### src/rtl/v_first_idx_pkg.sv
// Shared vALU definitions: state encoding for the first-index scanner and
// the all-ones scalar result returned when no element is active and set.
package v_first_idx_pkg;

    localparam int VALU_RESP_W = 64;

    // Scalar result meaning "no element found" (-1 in two's complement).
    localparam logic [VALU_RESP_W-1:0] VALU_RESP_ALL_ONES = '1;

    typedef enum logic [1:0] {
        IDLE = 2'd0,
        SCAN = 2'd1,
        SKIP = 2'd2
    } vfi_state_e;

endpackage

### src/rtl/v_first_idx_prio_enc.sv
// Lowest-bit-wins priority encoder: reports whether any bit is set and the
// index of the lowest set bit. Purely combinational.
module v_prio_enc #(
    parameter int REQ_DATA_WIDTH = 64,
    parameter int POS_W          = $clog2(REQ_DATA_WIDTH)
) (
    input  logic [REQ_DATA_WIDTH-1:0] in_bits,
    output logic                      hit,
    output logic [POS_W-1:0]          pos
);

    // Walk from the top down so the lowest set bit is the last (winning) write.
    always_comb begin
        hit = |in_bits;
        pos = '0;
        for (int i = REQ_DATA_WIDTH - 1; i >= 0; i--) begin
            if (in_bits[i]) begin
                pos = POS_W'(i);
            end
        end
    end

endmodule

### src/rtl/v_first_idx.sv
// vfirst.m: scans a multi-beat mask stream and returns the element index of
// the lowest set bit below vl, or all ones when there is none.
module v_first_idx
    import v_first_idx_pkg::*;
#(
    parameter int REQ_DATA_WIDTH  = 64,
    parameter int RESP_DATA_WIDTH = 64,
    parameter int REQ_ADDR_WIDTH  = 5,
    parameter int VL_WIDTH        = 12
) (
    input  logic                       clk,
    input  logic                       rst,
    input  logic                       in_valid,
    input  logic [REQ_DATA_WIDTH-1:0]  in_mask,
    input  logic                       in_last,
    input  logic [VL_WIDTH-1:0]        in_vl,
    input  logic [REQ_ADDR_WIDTH-1:0]  in_addr,
    output logic                       out_valid,
    output logic [REQ_ADDR_WIDTH-1:0]  out_addr,
    output logic [RESP_DATA_WIDTH-1:0] out_idx
);

    localparam int POS_W  = $clog2(REQ_DATA_WIDTH);
    localparam int BASE_W = VL_WIDTH + 1;
    // One extra bit so base+lane never overflows in the lane-enable compare.
    localparam int EW     = VL_WIDTH + 2;

    localparam logic [RESP_DATA_WIDTH-1:0] NONE_IDX =
        RESP_DATA_WIDTH'(VALU_RESP_ALL_ONES);
    localparam logic [BASE_W-1:0] BEAT_STEP = BASE_W'(REQ_DATA_WIDTH);

    vfi_state_e                 state_q,     state_d;
    logic [BASE_W-1:0]          base_q,      base_d;
    logic                       found_q,     found_d;
    logic [RESP_DATA_WIDTH-1:0] idx_reg_q,   idx_reg_d;
    logic [VL_WIDTH-1:0]        vl_reg_q,    vl_reg_d;
    logic [REQ_ADDR_WIDTH-1:0]  addr_reg_q,  addr_reg_d;
    logic                       out_valid_q, out_valid_d;
    logic [REQ_ADDR_WIDTH-1:0]  out_addr_q,  out_addr_d;
    logic [RESP_DATA_WIDTH-1:0] out_idx_q,   out_idx_d;

    logic                       first_beat;
    logic [VL_WIDTH-1:0]        cur_vl;
    logic [BASE_W-1:0]          cur_base;
    logic [REQ_DATA_WIDTH-1:0]  lane_en;
    logic [REQ_DATA_WIDTH-1:0]  eff;
    logic                       hit;
    logic [POS_W-1:0]           pos;
    logic [RESP_DATA_WIDTH-1:0] beat_idx;

    // Beat evaluation: the first beat uses the live vl and a zero base since
    // nothing has been latched yet; later beats use the latched context.
    always_comb begin
        first_beat = (state_q == IDLE);
        cur_vl     = first_beat ? in_vl : vl_reg_q;
        cur_base   = first_beat ? '0 : base_q;
        lane_en    = '0;
        for (int i = 0; i < REQ_DATA_WIDTH; i++) begin
            lane_en[i] = (EW'(cur_base) + EW'(i)) < EW'(cur_vl);
        end
        eff = in_mask & lane_en;
    end

    v_prio_enc #(
        .REQ_DATA_WIDTH (REQ_DATA_WIDTH),
        .POS_W          (POS_W)
    ) u_prio_enc (
        .in_bits (eff),
        .hit     (hit),
        .pos     (pos)
    );

    assign beat_idx = RESP_DATA_WIDTH'(cur_base) + RESP_DATA_WIDTH'(pos);

    // Next-state logic: base/hit tracking, FSM transitions and result strobe.
    always_comb begin
        state_d     = state_q;
        base_d      = base_q;
        found_d     = found_q;
        idx_reg_d   = idx_reg_q;
        vl_reg_d    = vl_reg_q;
        addr_reg_d  = addr_reg_q;
        out_valid_d = 1'b0;
        out_addr_d  = '0;
        out_idx_d   = '0;

        unique case (state_q)
            IDLE: begin
                if (in_valid) begin
                    vl_reg_d   = in_vl;
                    addr_reg_d = in_addr;
                    if (in_last) begin
                        out_valid_d = 1'b1;
                        out_addr_d  = in_addr;
                        out_idx_d   = hit ? beat_idx : NONE_IDX;
                        base_d      = '0;
                        found_d     = 1'b0;
                    end else begin
                        base_d    = BEAT_STEP;
                        found_d   = hit;
                        idx_reg_d = hit ? beat_idx : '0;
                        state_d   = hit ? SKIP : SCAN;
                    end
                end
            end
            SCAN: begin
                if (in_valid) begin
                    if (in_last) begin
                        out_valid_d = 1'b1;
                        out_addr_d  = addr_reg_q;
                        out_idx_d   = hit ? beat_idx : NONE_IDX;
                        base_d      = '0;
                        found_d     = 1'b0;
                        state_d     = IDLE;
                    end else begin
                        base_d = base_q + BEAT_STEP;
                        if (hit) begin
                            found_d   = 1'b1;
                            idx_reg_d = beat_idx;
                            state_d   = SKIP;
                        end
                    end
                end
            end
            SKIP: begin
                // The first hit is already held; later mask content is moot.
                if (in_valid) begin
                    if (in_last) begin
                        out_valid_d = 1'b1;
                        out_addr_d  = addr_reg_q;
                        out_idx_d   = found_q ? idx_reg_q : NONE_IDX;
                        base_d      = '0;
                        found_d     = 1'b0;
                        state_d     = IDLE;
                    end else begin
                        base_d = base_q + BEAT_STEP;
                    end
                end
            end
            default: begin
                state_d = IDLE;
                base_d  = '0;
                found_d = 1'b0;
            end
        endcase
    end

    // State registers; reset also kills a result due out next cycle.
    always_ff @(posedge clk) begin
        if (rst) begin
            state_q     <= IDLE;
            base_q      <= '0;
            found_q     <= 1'b0;
            idx_reg_q   <= '0;
            vl_reg_q    <= '0;
            addr_reg_q  <= '0;
            out_valid_q <= 1'b0;
            out_addr_q  <= '0;
            out_idx_q   <= '0;
        end else begin
            state_q     <= state_d;
            base_q      <= base_d;
            found_q     <= found_d;
            idx_reg_q   <= idx_reg_d;
            vl_reg_q    <= vl_reg_d;
            addr_reg_q  <= addr_reg_d;
            out_valid_q <= out_valid_d;
            out_addr_q  <= out_addr_d;
            out_idx_q   <= out_idx_d;
        end
    end

    assign out_valid = out_valid_q;
    assign out_addr  = out_addr_q;
    assign out_idx   = out_idx_q;

endmodule
### config.mk
export PLATFORM = sky130hd
export DESIGN_NAME = v_first_idx
export DESIGN_NICKNAME = d
export VERILOG_FILES = /design/src/rtl/v_first_idx_pkg.sv /design/src/rtl/v_first_idx_prio_enc.sv /design/src/rtl/v_first_idx.sv
export SDC_FILE = /design/constraint.sdc
export NUM_CORES = 1
export LEC_CHECK = 0
export BUFFER_PORTS_ARGS = -buffer_cell sky130_fd_sc_hd__clkbuf_2
export CORE_ASPECT_RATIO = 0.5
export CORE_MARGIN = 1.5
export CORE_UTILIZATION = 30
export DETAILED_ROUTE_END_ITERATION = 10
export SYNTH_ARGS = -nofsm -noshare
export SYNTH_HDL_FRONTEND = slang
export SYNTH_SLANG_ARGS = --single-unit
### constraint.sdc
create_clock -name clk -period 18 [get_ports clk]
set_input_delay 1.8 -clock clk [delete_from_list [all_inputs] [get_ports clk]]
set_output_delay 1.8 -clock clk [all_outputs]
set_load 0.05 [all_outputs]
==> run_results.csv, run 1 <==
group,metric,value,unit
floorplanning,ioPinCount,155,
placed_design,portBuffers,154,
cells_and_area,layout.cells.non_filler,1371,
clocking,cts_root_buf,"clkbuf_16",
synthesis,postSynth.asyncResetShare,0,%
synthesis,syn-instance-count,967,
synthesis,synth.distinct_cells,84,
sta,rsz0062_at_grt,"false",
routing,vias,7778,
clocking,ctsHoldBuffers,0,
status,outcome,"complete, but fails checks",
floorplanning,die_w,220.9,um
synthesis,synth_area_leaders,"dfxtp_1 17%, ha_1 8.8%, a21oi_1 6.5%, buf_4 5.3%, nand2_1 5.2%",
grt,grt_max_degree,72,
clocking,clk_pin_slew,60,ps
critical_path,critPathMaxFanout,16,
placed_design,gp_congestion,1.012,
cells_and_area,antenna_cells,0,
synthesis,syn_area,0.007119,mm^2
critical_path,critical_path_class,"in2reg",
sta,hold_violations,0,
synthesis,synth-seq-cells,62,
placed_design,place_area,0.007795,mm^2
routing,drt-initial-drc-count,694,
cells_and_area,fillers,2473,
grt,grt.met3_usage,3.035,%
clocking,post_cts_buffers,0,
worst_hold_path,min_path_type,"reg2reg",
sta,finalSetupTns,0,ps
power_and_ir_drop,p_per_area,56.55,mW/mm^2
routing,remaining_drc_errors,13,
placed_design,placed_cells,1355,
synthesis,synth-edff-count,0,
grt,grt_pass1_vias,7241,
clocking,cts_buffers,9,
critical_path,worstPathRequired,18210,ps
floorplanning,die_area,0.02472,mm^2
placed_design,hpwl,20.54,mm
cells_and_area,fin_area,0.008075,mm^2
cells_and_area,final_common_cell,"clkbuf_2",
grt,grt_pass1_wl,39.34,mm
cells_and_area,area_growth,13.43,%
clocking,clock_sinks,62,
floorplanning,core-area,0.02303,mm^2
sta,fin_skew,4.932,ps
synthesis,synth_top_cell_area_share,17.43,%
clocking,htree_num_levels,3,
grt,grt_use_total,19.95,%
critical_path,end_kind,"flip-flop",
clocking,insertion_delay,330,ps
routing,vias_per_cell,5.673,
clocking,cts_tree,"yes",
sta,clock.fmax,0.1538,GHz
synthesis,avgSynthCellArea,7.362,um^2
power_and_ir_drop,p_leak,0.003462,uW
grt,use_met2,32.51,%
floorplanning,placementRows,39,
sta,slew_violations,0,
routing,wirelength,25.43,mm
routing,drtAntennaViolNets,0,
run,maxCapViolCount,0,
cells_and_area,final_cell_mix,"154 x clkbuf_2, 99 x nand2_1, 92 x a21oi_1",
cells_and_area,drive_gt1_share,19.74,%
sta,relSlewSlack,25.23,%
grt,antenna_found_initial,0,
critical_path,r2r_setup_slack,11620,ps
sta,tightest_slew,1119,ps
routing,dr.pass1.iters,11,
status,failed_checks,"DRC",
floorplanning,die_h,111.9,um
synthesis,synth-main-ff-cell,"dfxtp_1",
floorplanning,start_util,30.91,%
sta,period_share,36.13,%
synthesis,yosysWarningCount,0,
power_and_ir_drop,peakVddDrop,38.02,uV
synthesis,synth.largest_area_cell,"dfxtp_1",
sta,setup_viol,0,
cells_and_area,nets,1195,
clocking,clockBufferDepth,2,
sta,finalCriticalPeriod,6504,ps
synthesis,synth-seq-area-share,17.43,%
critical_path,crit_arrival,6710,ps
routing,wire_per_inst,18.55,um
grt,use_met1,27.07,%
critical_path,worst_setup_path_start_kind,"input pin",
grt,grt.overflow.total,0,
clocking,cts.repair.resized,0,
grt,grt-busiest-layer,"met2",
==> critical path, stage by stage <==
cell and delay, ps:
clkbuf_2 90, mux2i_1 490, ha_1 290, and4_1 330, nand4_1 640, nor3_1 450
o21ai_0 250, o31ai_1 510, nand4b_1 450, nor3b_4 510, nor2_1 110, ha_1 330
xor2_1 200, nand2_1 70, a21oi_1 120, a211oi_1 60
==> layer usage <==
layer	routed length [um]	part of all wire, %
met2	11250	44
met5	0	0
met4	636	2.5
met1	11850	47
met3	1697	6.7
==> worst paths after layout <==
path,start,to,cells after the start
setup reg to reg,state_q[0]$_SDFFE_PP0P_,out_idx[5]$_SDFF_PP0_,19
setup / recovery,in_vl[9],out_idx[5]$_SDFF_PP0_,16
hold reg to reg,addr_reg_q[1]$_SDFFE_PP0P_,addr_reg_q[1]$_SDFFE_PP0P_,2
hold / removal,addr_reg_q[1]$_SDFFE_PP0P_,addr_reg_q[1]$_SDFFE_PP0P_,2
==> state kept, by name, indices dropped and copies added, names as in the netlist <==
name        cells
addr_reg_q      5
base_q          7
found_q         1
idx_reg_q      14
out_addr        5
out_idx        15
out_valid       1
state_q         2
vl_reg_q       12
==> cell families after synthesis <==
logic type | synth area share (%)
mux | 2.091
buf+inv | 11.07
xor+xnor | 2.584
simple gates | 22.92
fa+ha+maj | 9.069
other cells | 0.1055
flops | 17.43
compound gates | 34.73
==> per-stage QoR <==
step,utilization [%],power [uW],hold WS (ps),worst slack [ps]
finish,35.06,456.7,456.2,11500
global route,35.06,478.8,471.4,11070
detailed placement,33.84,290.7,449.6,11280
global placement,33.84,289.3,443.3,11360
floorplan,-,249.0,435.7,12270
CTS,35.06,456.2,457.4,11620
==> synth_stat cells (all sizes together), types with 12 or more instances <==
library cell and count:
nand2 99, a21oi 92, buf 64, o21ai 63, dfxtp 62, ha 50, inv 49, nor2 46
clkbuf 34, nand3 27, nor3 25, a211oi 22, a21o 22, nor2b 20, o32ai 16, xnor2 15
and2 14, o31ai 14, a31oi 12
==> final cells by class <==
| type | instances | area (um^2) | share of cell area, % |
|---|---|---|---|
| Multi-Input combinational cell | 776 | 5160 | 63.90 |
| Sequential cell | 62 | 1241 | 15.37 |
| Timing Repair Buffer | 161 | 823.3 | 10.20 |
| Tap cell | 307 | 384.1 | 4.757 |
| Clock buffer | 9 | 225.2 | 2.789 |
| Inverter | 49 | 186.4 | 2.309 |
| Clock inverter | 7 | 55.05 | 0.6817 |
==> power by group <==
group,switching [uW],internal [uW],total [uW]
Sequential,4.33,142,147
Clock,70.0,94.8,165
Combinational,98.1,47.1,145
Total,172,284,457
Power figures use the tool's default switching activity.
==> run 2, diff against run 1 <==
==> constraint.sdc (replaced) <==
create_clock -name clk -period 5.5 [get_ports clk]
set_input_delay 0.55 -clock clk [delete_from_list [all_inputs] [get_ports clk]]
set_output_delay 0.55 -clock clk [all_outputs]
set_load 0.05 [all_outputs]
==> run 2 against run 1 <==
  * The run still ends with DRC left
  * Largest cell class unchanged
  * Worst hold slack worse by 6.9 ps
  * Worst setup slack worse by 11000 ps
  * Cell count up 2.8%
  * Clock skew about the same
  * Via count up 1.9%
  * Largest power group unchanged
  * Critical endpoint unchanged
  * Wire length up 2.0%
  * Clock-buffer cell count unchanged
  * Final area up 4.7%
==> run_results.csv, run 2 (same netlist as run 1, synthesis figures left out) <==
group,metric,value,unit
sta,whs,449.3,ps
sta,rsz0062_at_grt,"false",
clocking,clock_sinks,62,
cells_and_area,final_common_cell,"clkbuf_2",
placed_design,hpwl,20.99,mm
placed_design,pre_cts_slack,-108.9,ps
clocking,cts.repair.resized,1,
floorplanning,core-area,0.02303,mm^2
clocking,ctsHoldBuffers,0,
critical_path,path_delay_family,"simple AND/OR/NAND/NOR gates",
sta,slew_violations,0,
cells_and_area,final_cell_mix,"154 x clkbuf_2, 99 x nand2_1, 92 x a21oi_1",
grt,grt_pass1_wl,39.81,mm
cells_and_area,largest_reg_flops,15,
critical_path,slowest_delay,440,ps
routing,routed-wl-met2,11.42,mm
clocking,cts_tree,"yes",
critical_path,r2r-end,"out_idx[5]$_SDFF_PP0_",
sta,fin_skew,4.437,ps
critical_path,crit_arrival,5450,ps
clocking,post_cts_buffers,0,
floorplanning,ioPinCount,155,
sta,period_share,95.42,%
power_and_ir_drop,p_total,1605,uW
routing,wl_met3,1.809,mm
critical_path,critPathSlowestCell,"o31ai_1",
placed_design,portBuffers,154,
routing,wirelength,25.94,mm
cells_and_area,antenna_cells,0,
critical_path,end_kind,"flip-flop",
critical_path,cp_cell_sequence,"inv_1 -> ha_4 -> buf_4 -> mux2_2 -> inv_1 -> ha_1 -> nor2b_2 -> a21oi_1 -> buf_4 -> nor3_1 -> nor2_1 -> o31ai_1 -> nand4b_1 -> nor3b_4 -> nor2_1 -> ha_1 -> xor2_1 -> nand2_1 -> a21oi_1 -> a211oi_1",
critical_path,r2r_cells,20,
clocking,clk_pin_slew,60,ps
grt,grt.overflow.total,0,
clocking,insertion_delay,330,ps
critical_path,r2r_setup_slack,250,ps
sta,finalSetupTns,0,ps
cells_and_area,area_growth,18.75,%
sta,worst_slack,252.0,ps
floorplanning,placementRows,39,
floorplanning,die_w,220.9,um
status,outcome,"complete, but fails checks",
critical_path,crit_buf_inv,4,
floorplanning,die_h,111.9,um
sta,setup_viol,0,
routing,dr.pass1.iters,8,
sta,hold_violations,0,
critical_path,critPathMaxFanout,19,
worst_hold_path,whs_path_depth,3,
sta,tightest_slew,1001,ps
sta,finalCriticalPeriod,5248,ps
grt,grt_pass1_vias,7223,
routing,vias,7922,
grt,antenna_found_initial,0,
critical_path,worst_setup_path_start_kind,"flip-flop",
status,failed_checks,"DRC",
critical_path,reg2reg_from,"state_q[0]$_SDFFE_PP0P_",
grt,grt_use_total,20.27,%
floorplanning,die_area,0.02472,mm^2
clocking,cts_buffers,9,
placed_design,gp_congestion,1.012,
power_and_ir_drop,p_leak,0.003667,uW
floorplanning,start_util,30.91,%
critical_path,worstPathRequired,5700,ps
routing,drt-initial-drc-count,715,
clocking,cts_root_buf,"clkbuf_16",
routing,wire_per_inst,18.39,um
clocking,clockBufferDepth,2,
power_and_ir_drop,p_per_area,189.9,mW/mm^2
power_and_ir_drop,peakVddDrop,124.4,uV
cells_and_area,nets,1234,
run,maxCapViolCount,0,
routing,vias_per_cell,5.618,
worst_hold_path,min_path_type,"in2reg",
sta,relSlewSlack,33.28,%
routing,top_layer_used,"met4",
worst_hold_path,hold_end,"vl_reg_q[8]$_SDFFE_PP0P_",
sta,clock.fmax,0.1905,GHz
grt,grt_max_degree,51,
worst_hold_path,min-delay-start,"in_vl[8]",
cells_and_area,drive_gt1_share,23.21,%
routing,drtAntennaViolNets,0,
critical_path,critical_path_class,"reg2reg",
routing,wl_met1,12.14,mm
routing,remaining_drc_errors,14,
clocking,htree_num_levels,3,
## run 2: cell count changes in the layout (fill, tap and decap cells not counted), sizes merged
cell / delta
clkinv: +1
bufinv: +2
inv: -3
buf: +39
## run 2: worst max-delay path by stage
stage                                       start                     to  slack (ps)  depth (start not counted)
after global placement    state_q[0]$_SDFFE_PP0P_  out_idx[1]$_SDFF_PP0_         -70                         19
after detailed placement  state_q[0]$_SDFFE_PP0P_  out_idx[1]$_SDFF_PP0_        -110                         20
after global routing      state_q[0]$_SDFFE_PP0P_  out_idx[3]$_SDFF_PP0_          50                         23
after CTS                 state_q[0]$_SDFFE_PP0P_  out_idx[1]$_SDFF_PP0_          30                         20
after floorplan           state_q[0]$_SDFFE_PP0P_  out_idx[5]$_SDFF_PP0_          90                         24
final                     state_q[0]$_SDFFE_PP0P_  out_idx[5]$_SDFF_PP0_         250                         20
## run 2: cell type report
| cell class | count | area (um^2) |
|---|---|---|
| Fill cell | 2465 | 14580 |
| Timing Repair Buffer | 200 | 1116 |
| Multi-Input combinational cell | 776 | 5204 |
| Tap cell | 307 | 384.1 |
| Sequential cell | 62 | 1241 |
| Inverter | 49 | 186.4 |
| Clock buffer | 9 | 225.2 |
| Clock inverter | 7 | 97.59 |
## run 2: power by group
group / total, uW / internal (uW) / switching, uW
clock: 619 / 398 / 221
combinational: 507 / 176 / 330
sequential: 480 / 466 / 13.8
total: 1610 / 1040 / 565
## run 2: layer usage
metal / track usage, % / vias to the layer above
met2: 32.57 / 328
met3: 2.481 / 32
met1: 28.44 / 3741
li1: - / 3821
met4: 5.885 / 0
met5: 0 / -
## run 2: worst min-delay path, stage by stage
cell	delay, ps
clkbuf_2	90
nand2_1	50
a21oi_1	50
## run 2: stage by stage
step                      util (%)  instance area, um^2  instances
after detailed placement     35.13                 8092       1394
after floorplan                  -                 7193        985
final                        36.71                 8454       1410
after global placement       35.13                 8092       1394
after global routing         36.71                 8454       1410
after CTS                    36.58                 8424       1410
